<file path="src/rtl/pix_stream_tx.sv">
//==============================================================================
// Module      : pix_stream_tx
// Description : Reads one 8-bit grayscale frame from a 1-cycle-latency frame
//               RAM and emits it as an AXI-Stream pixel stream, 1 pixel/cycle,
//               through a 2-entry prefetch buffer that absorbs backpressure.
//               Optional macro PIX_STREAM_TX_SOF_EN adds output_axi_user
//               (start-of-frame flag on the first pixel).
// Revision    : 1.0 - initial release
//==============================================================================
`default_nettype none

module pix_stream_tx #(
    parameter int IMG_W  = 640,
    parameter int IMG_H  = 480,
    parameter int ADDR_W = 19
) (
    input  logic              clk,
    input  logic              rst,
    input  logic              start,
    input  logic [ADDR_W-1:0] base_addr,
    output logic [ADDR_W-1:0] ram_raddr,
    output logic              ram_ren,
    input  logic [7:0]        ram_rdata,
    output logic [7:0]        output_axi_data,
    output logic              output_axi_valid,
    input  logic              output_axi_ready,
    output logic              output_axi_last,
    output logic              output_axi_keep,
    output logic              busy,
    output logic              done
`ifdef PIX_STREAM_TX_SOF_EN
    ,
    output logic              output_axi_user
`endif
);

    localparam int c_N     = IMG_W * IMG_H;
    localparam int c_CNT_W = $clog2(c_N + 1);

    localparam logic [c_CNT_W-1:0] c_N_CNT    = c_CNT_W'(c_N);
    localparam logic [c_CNT_W-1:0] c_LAST_CNT = c_CNT_W'(c_N - 1);

    localparam logic [1:0] c_S_IDLE  = 2'd0;
    localparam logic [1:0] c_S_RUN   = 2'd1;
    localparam logic [1:0] c_S_DRAIN = 2'd2;
    localparam logic [1:0] c_S_DONE  = 2'd3;

    logic [1:0]         r_state;
    logic [ADDR_W-1:0]  r_base;
    logic [c_CNT_W-1:0] r_rd_cnt;
    logic [c_CNT_W-1:0] r_tx_cnt;

    // Read pipeline: flags travel alongside the outstanding RAM read
    logic               r_rvalid;
    logic               r_rlast;
    logic               r_rfirst;

    logic [7:0]         r_buf_data  [0:1];
    logic               r_buf_last  [0:1];
    logic               r_buf_first [0:1];
    logic               r_wptr;
    logic               r_rptr;
    logic [1:0]         r_count;

    logic               w_valid;
    logic               w_pop;
    logic               w_push;
    logic [2:0]         w_pending;
    logic               w_ren;

    assign w_valid = (r_count != 2'd0);
    assign w_pop   = w_valid & output_axi_ready;
    assign w_push  = r_rvalid;

    // Crediting this cycle's pop lets a read issue every cycle under
    // continuous ready while still never overflowing the 2 entries.
    assign w_pending = {1'b0, r_count} + {2'b00, r_rvalid} - {2'b00, w_pop};
    assign w_ren     = (r_state == c_S_RUN) && (r_rd_cnt < c_N_CNT) && (w_pending < 3'd2);

    assign ram_ren   = w_ren;
    assign ram_raddr = r_base + ADDR_W'(r_rd_cnt);

    assign output_axi_valid = w_valid;
    assign output_axi_data  = r_buf_data[r_rptr];
    assign output_axi_last  = w_valid & r_buf_last[r_rptr];
    assign output_axi_keep  = 1'b1;
`ifdef PIX_STREAM_TX_SOF_EN
    assign output_axi_user  = w_valid & r_buf_first[r_rptr];
`endif

    assign busy = (r_state == c_S_RUN) || (r_state == c_S_DRAIN);
    assign done = (r_state == c_S_DONE);

    always_ff @(posedge clk or posedge rst) begin
        if (rst) begin
            r_state  <= c_S_IDLE;
            r_base   <= '0;
            r_rd_cnt <= '0;
            r_tx_cnt <= '0;
        end else begin
            case (r_state)
                c_S_IDLE: begin
                    if (start) begin
                        r_state  <= c_S_RUN;
                        r_base   <= base_addr;
                        r_rd_cnt <= '0;
                        r_tx_cnt <= '0;
                    end
                end
                c_S_RUN: begin
                    if (w_ren) begin
                        r_rd_cnt <= r_rd_cnt + 1'b1;
                    end
                    if (w_pop) begin
                        r_tx_cnt <= r_tx_cnt + 1'b1;
                    end
                    if (r_rd_cnt == c_N_CNT) begin
                        r_state <= c_S_DRAIN;
                    end
                end
                c_S_DRAIN: begin
                    if (w_pop) begin
                        r_tx_cnt <= r_tx_cnt + 1'b1;
                        if (r_tx_cnt == c_LAST_CNT) begin
                            r_state <= c_S_DONE;
                        end
                    end
                end
                default: begin
                    r_state <= c_S_IDLE;
                end
            endcase
        end
    end

    always_ff @(posedge clk or posedge rst) begin
        if (rst) begin
            r_rvalid <= 1'b0;
            r_rlast  <= 1'b0;
            r_rfirst <= 1'b0;
        end else begin
            r_rvalid <= w_ren;
            r_rlast  <= w_ren && (r_rd_cnt == c_LAST_CNT);
            r_rfirst <= w_ren && (r_rd_cnt == '0);
        end
    end

    always_ff @(posedge clk or posedge rst) begin
        if (rst) begin
            for (int i = 0; i < 2; i++) begin
                r_buf_data[i]  <= 8'd0;
                r_buf_last[i]  <= 1'b0;
                r_buf_first[i] <= 1'b0;
            end
            r_wptr  <= 1'b0;
            r_rptr  <= 1'b0;
            r_count <= 2'd0;
        end else begin
            if (w_push) begin
                r_buf_data[r_wptr]  <= ram_rdata;
                r_buf_last[r_wptr]  <= r_rlast;
                r_buf_first[r_wptr] <= r_rfirst;
                r_wptr              <= ~r_wptr;
            end
            if (w_pop) begin
                r_rptr <= ~r_rptr;
            end
            case ({w_push, w_pop})
                2'b10:   r_count <= r_count + 2'd1;
                2'b01:   r_count <= r_count - 2'd1;
                default: r_count <= r_count;
            endcase
        end
    end

endmodule

`default_nettype wire

</file>
<file path="config.mk">
export PLATFORM = sky130hd
export DESIGN_NAME = pix_stream_tx
export DESIGN_NICKNAME = d
export VERILOG_FILES = /design/src/rtl/pix_stream_tx.sv
export SDC_FILE = /design/constraint.sdc
export NUM_CORES = 1
export LEC_CHECK = 0
export ABC_AREA = 1
export BUFFER_PORTS_ARGS = -buffer_cell sky130_fd_sc_hd__buf_4
export CELL_PAD_IN_SITES_DETAIL_PLACEMENT = 0
export CELL_PAD_IN_SITES_GLOBAL_PLACEMENT = 1
export CORE_MARGIN = 2
export CORE_UTILIZATION = 44
export CTS_BUF_LIST = sky130_fd_sc_hd__clkbuf_4 sky130_fd_sc_hd__clkbuf_8
export CTS_CLUSTER_SIZE = 40
export DETAILED_ROUTE_END_ITERATION = 8
export GPL_TIMING_DRIVEN = 1
export PLACE_DENSITY_LB_ADDON = 0.1
export SLEW_MARGIN = 25
export SYNTH_ARGS = -nofsm -noshare
export SYNTH_HDL_FRONTEND = slang
export SYNTH_SLANG_ARGS = --single-unit
</file>
<file path="constraint.sdc">
create_clock -name clk -period 3.4 [get_ports clk]
set_clock_uncertainty 0.05 [all_clocks]
set_input_delay 0.85 -clock clk [delete_from_list [all_inputs] [get_ports clk]]
set_output_delay 0.85 -clock clk [all_outputs]
set_load 0.005 [all_outputs]
</file>
; ---- Word-level counts from Yosys, hierarchy flattened
; Cells that the tools add are included.
[totals]
reg_bits = 83
in_bits = 31
[op_classes]
add_sub_neg = 7
magnitude_cmp = 5
eq_ne = 14
n_mux = 23
bitwise = 6
n_reduce_logical = 15
[ops]
columns = op, n
row1 = $pmux 19 s2, 2
row2 = $eq 19x19->1 const B, 3
row3 = $mux 19, 3
row4 = $add 19x1->19 const B, 2
row5 = $mux 8, 4
row6 = $add 19x19->19, 1
row7 = $lt 19x19->1 const B, 1
row8 = $bwmux 16, 1
row9 = $demux 8 s1, 1
row10 = $mux 2, 4
row11 = $reduce_bool 2->1, 4
row12 = $eq 2x2->1 const B, 3
row13 = $ne 2x1->1 const B, 3
row14 = $ne 2x2->1 const B, 3
row15 = $pmux 2 s3, 1
row16 = $reduce_and 3->1, 2
row17 = $eq 2x1->1 const B, 2
row18 = $ge 2x2->1 const B, 2
row19 = $logic_and 1x1->1, 4
row20 = $mux 1, 4
row21 = $not 1->2, 2
row22 = $pmux 2 s2, 1
row23 = $reduce_and 4->1, 1
row24 = $add 2x1->3, 1
row25 = other kinds (13), 15

; ---- Depth between registers and ports, before layout
; Gate-level depths: netlist (run 1).
[depth]
word_depth = 7
depth_mapped = 16
mapped_depth_nobuf = 16

; ---- Worst setup path after synthesis (run 1)
; OpenSTA, ideal clock, no wires.
[synth_path]
kind = in2out
start = input port output_axi_ready
end = output port ram_ren
arrival_time_ps = 2272
slack_ps = 228
cell_stages = 12
path_buffers = 0
cell_sequence = inv_1 > nor2_2 > nand2_1 > o21ai_0 > nand2_1 > fa_1 > nand2_1 > inv_1 > nand2_1 > nor2_2 > nand2_2 > inv_1
[synth_via]
elab_chain_len = 4
[synth_rtl]
columns = element, line_no
row1 = from (decl), 26  ; input logic output_axi_ready,
row2 = $and 1x1->1, 72  ; assign w_pop = w_valid & output_axi_ready;
row3 = $sub 3x1->3, 77  ; assign w_pending = {1'b0, r_count} + {2'b00, r_rvalid} - {2'b00, w_pop};
row4 = $lt 3x2->1, 78  ; assign w_ren = (r_state == c_S_RUN) && (r_rd_cnt < c_N_CNT) && (w_pending < 3'd2);
row5 = $logic_and 1x1->1, 78
row6 = to (decl), 22  ; output logic ram_ren,
; No other way between the ends.

; ---- Final worst setup path (run 1)
; Same ends and word-level chain as after synthesis.

==> results.py, run 1 <==
metrics = {
    "yosys": {
        "synth_area_per_cell_um2": 6.83,
        "ys_types": 38,
        "yosysSeqAreaShare_pct": 37.0,
        "yosysWarnings": 0,
        "synth_top_area_cell": "dfrtp_1",
        "netlist_area_um2": 5610,
        "ys_seq_elements": 83,
        "synth_cells": 821,
        "dominantRegCellSynth": "dfrtp_1",
        "synth_top_area_share_pct": 37.0,
        "synth-async-reset-ratio_pct": 100,
        "synth_commonest_cells": "nand2_1 (308), inv_1 (91), dfrtp_1 (83), nor2_1 (83), nand3_1 (53)",
        "synth_most_common_cell": "nand2_1",
        "synth-edff-count": 0,
        "syn_nets": 879,
        "yosys-top-cells-area": "dfrtp_1 (37%), nand2_1 (21%), inv_1 (6.1%)",
    },
    "place": {
        "dp_worst_setup_slack_ns": 0.0424,
        "io_buffer_count": 62,
        "place_congestion": 0.886,
        "placed_cells": 1045,
        "place_area_um2": 6250,
        "hpwl_mm": 10.3,
    },
    "cts": {
        "htreeDepth": 3,
        "cts_sinks": 83,
        "cts_root_buf": "clkbuf_8",
        "insertion_delay_ns": 0.38,
        "clkTransAtPathRegs_ns": 0.08,
        "numCtsBuffers": 9,
        "cts_tree": "yes",
        "cts_buffer_depth": 2,
        "post_cts_buffers": 0,
    },
    "sta": {
        "setup_ws_ns": 0.139,
        "max_slew_margin_pct": 53.6,
        "rsz0062_at_grt": "true",
        "max_freq_ghz": 0.307,
        "hold_viol_final": 0,
        "min_period_ns": 3.26,
        "tightest_slew_ns": 0.695,
        "tns_ns": 0,
        "slew_viol_final": 0,
        "fin_crit_sh_pct": 95.9,
        "finalSetupViolations": 0,
    },
    "route": {
        "drt_iter0_markers": 281,
        "ant_nets": 0,
        "drt-total-wl_mm": 13.9,
        "drc": 0,
        "num_vias": 5240,
        "drt_pre_antenna_iters": 8,
        "vias_per_cell": 4.94,
        "wl_per_cell_um": 13.1,
    },
    "power": {
        "power.internal_mw": 2.58,
        "power_frac_seq_pct": 34.0,
        "p_per_area_nw_per_um2": 701,
        "p_switching_mw": 1.96,
        "p_comb_share_pct": 48.3,
        "p_total_mw": 4.55,
        "clkPwrFrac_pct": 17.7,
        "leakage_nw": 3.34,
        "p_sw_share_pct": 43.2,
        "vdd_drop_max_v": 0.000324,
    },
    "floorplan": {
        "num_rows": 41,
        "coreArea_um2": 12500,
        "die_h_um": 117,
        "die_w_um": 117,
        "dieArea_um2": 13700,
        "initial_core_util_pct": 44.8,
        "io_pins": 64,
    },
    "setup_path": {
        "reg2regPathDepth": 16,
        "worstPathCellList": "buf_4 -> inv_1 -> nor2_2 -> nand2_2 -> o21ai_2 -> nand2_1 -> fa_1 -> nand2_1 -> inv_1 -> nand2_1 -> nor2_2 -> nand2_2 -> inv_1 -> buf_4",
        "end_kind": "output pin",
        "cp.required_ns": 2.50,
        "crit_end": "ram_ren",
        "cp_slowest_cell": "fa_1",
        "crit_path_start": "output_axi_ready",
        "rrSetupSlack_ns": 0.90,
        "crit_fanout": 4,
        "max_stage_delay_ns": 0.49,
        "worstSetupStartpointType": "input port",
        "r2r_start": "r_count[1]",
        "critical_path_arrival_ns": 2.36,
        "critPathKind": "input port to output pin",
        "r2r-end": "r_rd_cnt[13]",
    },
    "cells_and_area": {
        "fin_nets": 942,
        "drive_gt1_share_pct": 13.0,
        "syn_to_final_growth_pct": 15.6,
        "n_antenna_cell": 0,
        "fin_cells": 1061,
        "stdcell_area_um2": 6480,
    },
    "hold_path": {
        "whs_path_depth": 2,
        "min_path_type": "register to register",
    },
    "global_route": {
        "grt_pass1_vias": 4845,
        "grt_start_max_net_pins": 48,
        "antenna_found_initial": 0,
        "grt_overflow": 0,
        "grt_pass1_wl_mm": 22.7,
        "grt_use_total_pct": 21.2,
    },
    "job": {
        "maxCapViolCount": 0,
    },
    "outcome": {
        "status": "completed",
    },
}
power groups by stage:
stage               Combinational (mW)  Clock [mW]  Sequential (mW)
CTS                               2.22       0.833             1.54
detailed placement                2.21           0             1.56
floorplan                         1.54           0             1.48
global route                      2.51       0.873             1.59
finish                            2.20       0.805             1.55
global placement                  2.16           0             1.55
cells in the final DEF, fill, tap and decap left out, drive strengths merged:
cell type,synthesis,final
nand2,311,311
inv,96,95
nor2,88,88
dfrtp,83,83
buf,11,69
nand3,56,56
o21ai,55,55
a21oi,27,27
ha,25,25
xor2,17,17
nand4,16,16
clkbuf,6,12
nor3,7,7
nor4,4,4
xnor2,4,4
o21bai,4,4
nand3b,2,2
and2,2,2
fa,2,2
clkinvlp,0,2
bufinv,0,2
or2,2,2
clkinv,1,2
nor3b,1,1
conb,1,1
worst max-delay path, delay by kind of cell:
| kind | cells | cell delay (ns) |
|---|---|---|
| AO/OA/AOI/OAI | 1 | 0.08 |
| adder cells (fa/ha/maj) | 1 | 0.49 |
| buffers and inverters | 5 | 0.40 |
| AND/OR/NAND/NOR | 7 | 0.55 |
timing repair:
action / in CTS / in global routing
hold buffers: 0 / 0
endpoints found under the hold margin: 0 / 0
setup endpoints to repair: 0 / 4
gates resized for setup: 0 / 5
metal layers:
metal | GRT usage (%) | wire length, um | vias to the layer above | share of wire (%)
met1 | 29.1 | 6710 | 2414 | 48
met5 | 0 | 0 | - | 0
met2 | 33.9 | 6440 | 94 | 46
met4 | 6.43 | 193 | 0 | 1.4
met3 | 4.17 | 522 | 12 | 3.8
li1 | - | - | 2720 | -
kinds of logic (layout without fill, tap and decap cells):
kind of cell	count (synthesis)	after routing	share of synthesized area, %
buffers and inverters	114	182	8.32
DFF	83	83	37.0
adders and majority gates	27	27	6.29
and+or+nand+nor	489	489	36.3
xor gates and xnor gates	21	21	3.28
AOI/OAI and AO/OA	86	86	8.66
other	1	1	0.0669
cell type report:
class	count	area (um^2)
repair buffers	69	531
inverters	97	365
clock buffers	12	146
flip-flops and latches	83	2080
well taps	172	215
clock inverters	4	75.1
multi-input cells	624	3070
fillers	1322	6030
sequential cells by signal, summed over array words and instances, names as in the netlist:
signal	cells
r_count	2
r_buf_last	2
r_rvalid	1
r_rptr	1
r_wptr	1
r_base	19
r_rlast	1
r_state	2
r_buf_data	16
r_tx_cnt	19
r_rd_cnt	19
through the flow:
stage | utilization [%] | hold WS (ns)
6_report | 51.8 | 0.439
5_1_grt | 51.8 | 0.476
4_1_cts | 51.7 | 0.444
3_5_place_dp | 49.9 | 0.425
3_3_place_gp | 49.9 | 0.416
2_1_floorplan | - | 0.403
worst min path at each step:
stage | slack (ns) | end | startpoint
global placement | 0.42 | r_buf_data[6] | r_buf_data[6]
CTS | 0.44 | r_buf_data[14] | r_buf_data[14]
finish | 0.44 | r_buf_data[14] | r_buf_data[14]
global route | 0.48 | r_base[11] | r_base[11]
detailed placement | 0.42 | r_buf_data[14] | r_buf_data[14]
floorplan | 0.40 | r_buf_data[0] | r_buf_data[0]
No activity file was read; power rests on OpenSTA's default activity.
==> run 2: changes to the inputs <==
--- a/config.mk
+++ b/config.mk
@@ -9,6 +9,7 @@
 export BUFFER_PORTS_ARGS = -buffer_cell sky130_fd_sc_hd__buf_4
 export CELL_PAD_IN_SITES_DETAIL_PLACEMENT = 0
 export CELL_PAD_IN_SITES_GLOBAL_PLACEMENT = 1
+export CORE_ASPECT_RATIO = 1.4
 export CORE_MARGIN = 2
 export CORE_UTILIZATION = 44
 export CTS_BUF_LIST = sky130_fd_sc_hd__clkbuf_4 sky130_fd_sc_hd__clkbuf_8
==> run 2 against run 1 <==
Setup slack improved by 0.043 ns. Global-route usage shrank 0.17 points. Fmax is 1.3% higher. Non-clock buffer count decreased by 2. Utilization up 0.15 points. Sequential power about the same. Final area is 0.87% lower. Total power is 2.1% lower.
==> results.py, run 2 (synthesis gave the netlist of run 1 again) <==
metrics = {
    "job": {
        "maxCapViolCount": 0,
    },
    "setup_path": {
        "cp.required_ns": 2.50,
        "r2r-end": "r_rd_cnt[13]",
        "r2r_start": "r_count[1]",
        "critPathKind": "input port to output pin",
        "rrSetupSlack_ns": 0.94,
        "crit_fanout": 4,
        "critical_path_arrival_ns": 2.32,
        "reg2regPathDepth": 15,
        "end_kind": "output pin",
        "worstSetupStartpointType": "input port",
    },
    "outcome": {
        "status": "completed",
    },
    "power": {
        "leakage_nw": 3.33,
        "vdd_drop_max_v": 0.000460,
        "p_total_mw": 4.45,
        "p_per_area_nw_per_um2": 692,
    },
    "floorplan": {
        "dieArea_um2": 13700,
        "io_pins": 64,
        "die_w_um": 99.4,
        "die_h_um": 138,
        "initial_core_util_pct": 45.3,
        "num_rows": 48,
        "coreArea_um2": 12400,
    },
    "sta": {
        "slew_viol_final": 0,
        "tns_ns": 0,
        "min_period_ns": 3.22,
        "setup_ws_ns": 0.182,
        "tightest_slew_ns": 0.627,
        "rsz0062_at_grt": "false",
        "hold_viol_final": 0,
        "max_freq_ghz": 0.311,
        "fin_crit_sh_pct": 94.7,
        "finalSetupViolations": 0,
        "max_slew_margin_pct": 58.2,
    },
    "cells_and_area": {
        "syn_to_final_growth_pct": 14.6,
        "final_core_util_pct": 51.9,
        "n_antenna_cell": 0,
        "fin_nets": 940,
        "layout_common_cells": "nand2_1 (308), inv_1 (90), nor2_1 (83)",
        "reg_top3": "r_base: 19 flops, r_rd_cnt: 19 flops, r_tx_cnt: 19 flops",
        "drive_gt1_share_pct": 13.1,
        "layout_commonest_cell": "nand2_1",
    },
    "route": {
        "num_vias": 5208,
        "drc": 0,
        "drt_pre_antenna_iters": 4,
        "drt_iter0_markers": 277,
        "wl_per_cell_um": 13.3,
        "vias_per_cell": 5.02,
        "drt-total-wl_mm": 13.8,
        "ant_nets": 0,
    },
    "place": {
        "place_congestion": 0.873,
        "dp_worst_setup_slack_ns": 0.0885,
        "hpwl_mm": 10.5,
        "io_buffer_count": 62,
    },
    "cts": {
        "insertion_delay_ns": 0.37,
        "cts_sinks": 83,
        "cts_buffer_depth": 2,
        "cts_root_buf": "clkbuf_8",
        "numCtsBuffers": 9,
        "clkTransAtPathRegs_ns": 0.08,
        "htreeDepth": 3,
        "cts_hold_buf": 0,
        "cts_tree": "yes",
    },
    "global_route": {
        "grt_use_total_pct": 21.0,
        "grt_start_max_net_pins": 84,
        "grt_pass1_vias": 4949,
        "grt_overflow": 0,
        "grt_pass1_wl_mm": 23.0,
        "antenna_found_initial": 0,
    },
    "hold_path": {
        "min-delay-start": "r_base[7]",
        "hold_end": "r_base[7]",
        "min_path_type": "register to register",
        "whs_path_depth": 2,
    },
}
[run 2: cell types whose count changed in the layout (fill, tap and decap cells not counted), moves of 2 or more]
cell      delta
nand2_1      +2
inv_6        +2
clkbuf_4     -3
buf_4        -2
nand2_2      -2
[run 2: worst max path at each step]
stage / start / to / slack (ns) / cells past startpoint
6_report: output_axi_ready / ram_ren / 0.18 / 14
3_5_place_dp: output_axi_ready / ram_ren / 0.09 / 14
2_1_floorplan: output_axi_ready / ram_ren / 0.23 / 12
3_3_place_gp: output_axi_ready / ram_ren / 0.19 / 14
4_1_cts: r_rd_cnt[0] / ram_raddr[12] / 0.06 / 11
5_1_grt: output_axi_ready / ram_ren / 0.03 / 14
[run 2: final cells by class]
cell class,instances,area [um^2]
clock inverter,7,76.3
clock buffer,9,124
timing repair buffer,67,515
fill,1261,5950
inverter,97,365
tap,150,188
multi-input combinational,624,3080
sequential,83,2080
[run 2: worst max-delay path: stages]
cell and delay [ns]:
buf_4 0.10, inv_1 0.05, nor2_2 0.11, nand2_1 0.08, o21ai_2 0.08, nand2_1 0.09
fa_1 0.49, nand2_1 0.05, inv_1 0.05, nand2_1 0.05, nor2_2 0.10, nand2_2 0.06
inv_1 0.06, buf_4 0.10
[run 2: metal layers]
metal | track usage, % | wire length [um] | up-vias | part of all wire (%)
li1 | - | - | 2715 | -
met1 | 25.6 | 5860 | 2401 | 43
met4 | 7.00 | 213 | 0 | 1.5
met5 | 0 | 0 | - | 0
met3 | 3.09 | 399 | 14 | 2.9
met2 | 37.9 | 7290 | 78 | 53
[run 2: repair_timing]
action	CTS	global route
resized for setup	0	7
buffers inserted	0	0
setup endpoints to repair	0	6
[run 2: through the flow]
| step | instance area [um^2] | instances | hold WS [ns] |
|---|---|---|---|
| 2_1_floorplan | 5610 | 821 | 0.403 |
| 3_3_place_gp | 6210 | 1021 | 0.416 |
| 3_5_place_dp | 6210 | 1021 | 0.422 |
| 4_1_cts | 6410 | 1037 | 0.445 |
| 5_1_grt | 6430 | 1037 | 0.463 |
| 6_report | 6430 | 1037 | 0.442 |
[run 2: power by group]
group          switching, mW  internal [mW]  leakage [nW]
logic                   1.33          0.838          2.15
clock network          0.391          0.344        0.0962
registers              0.251           1.29          1.08
total                   1.97           2.47          3.33
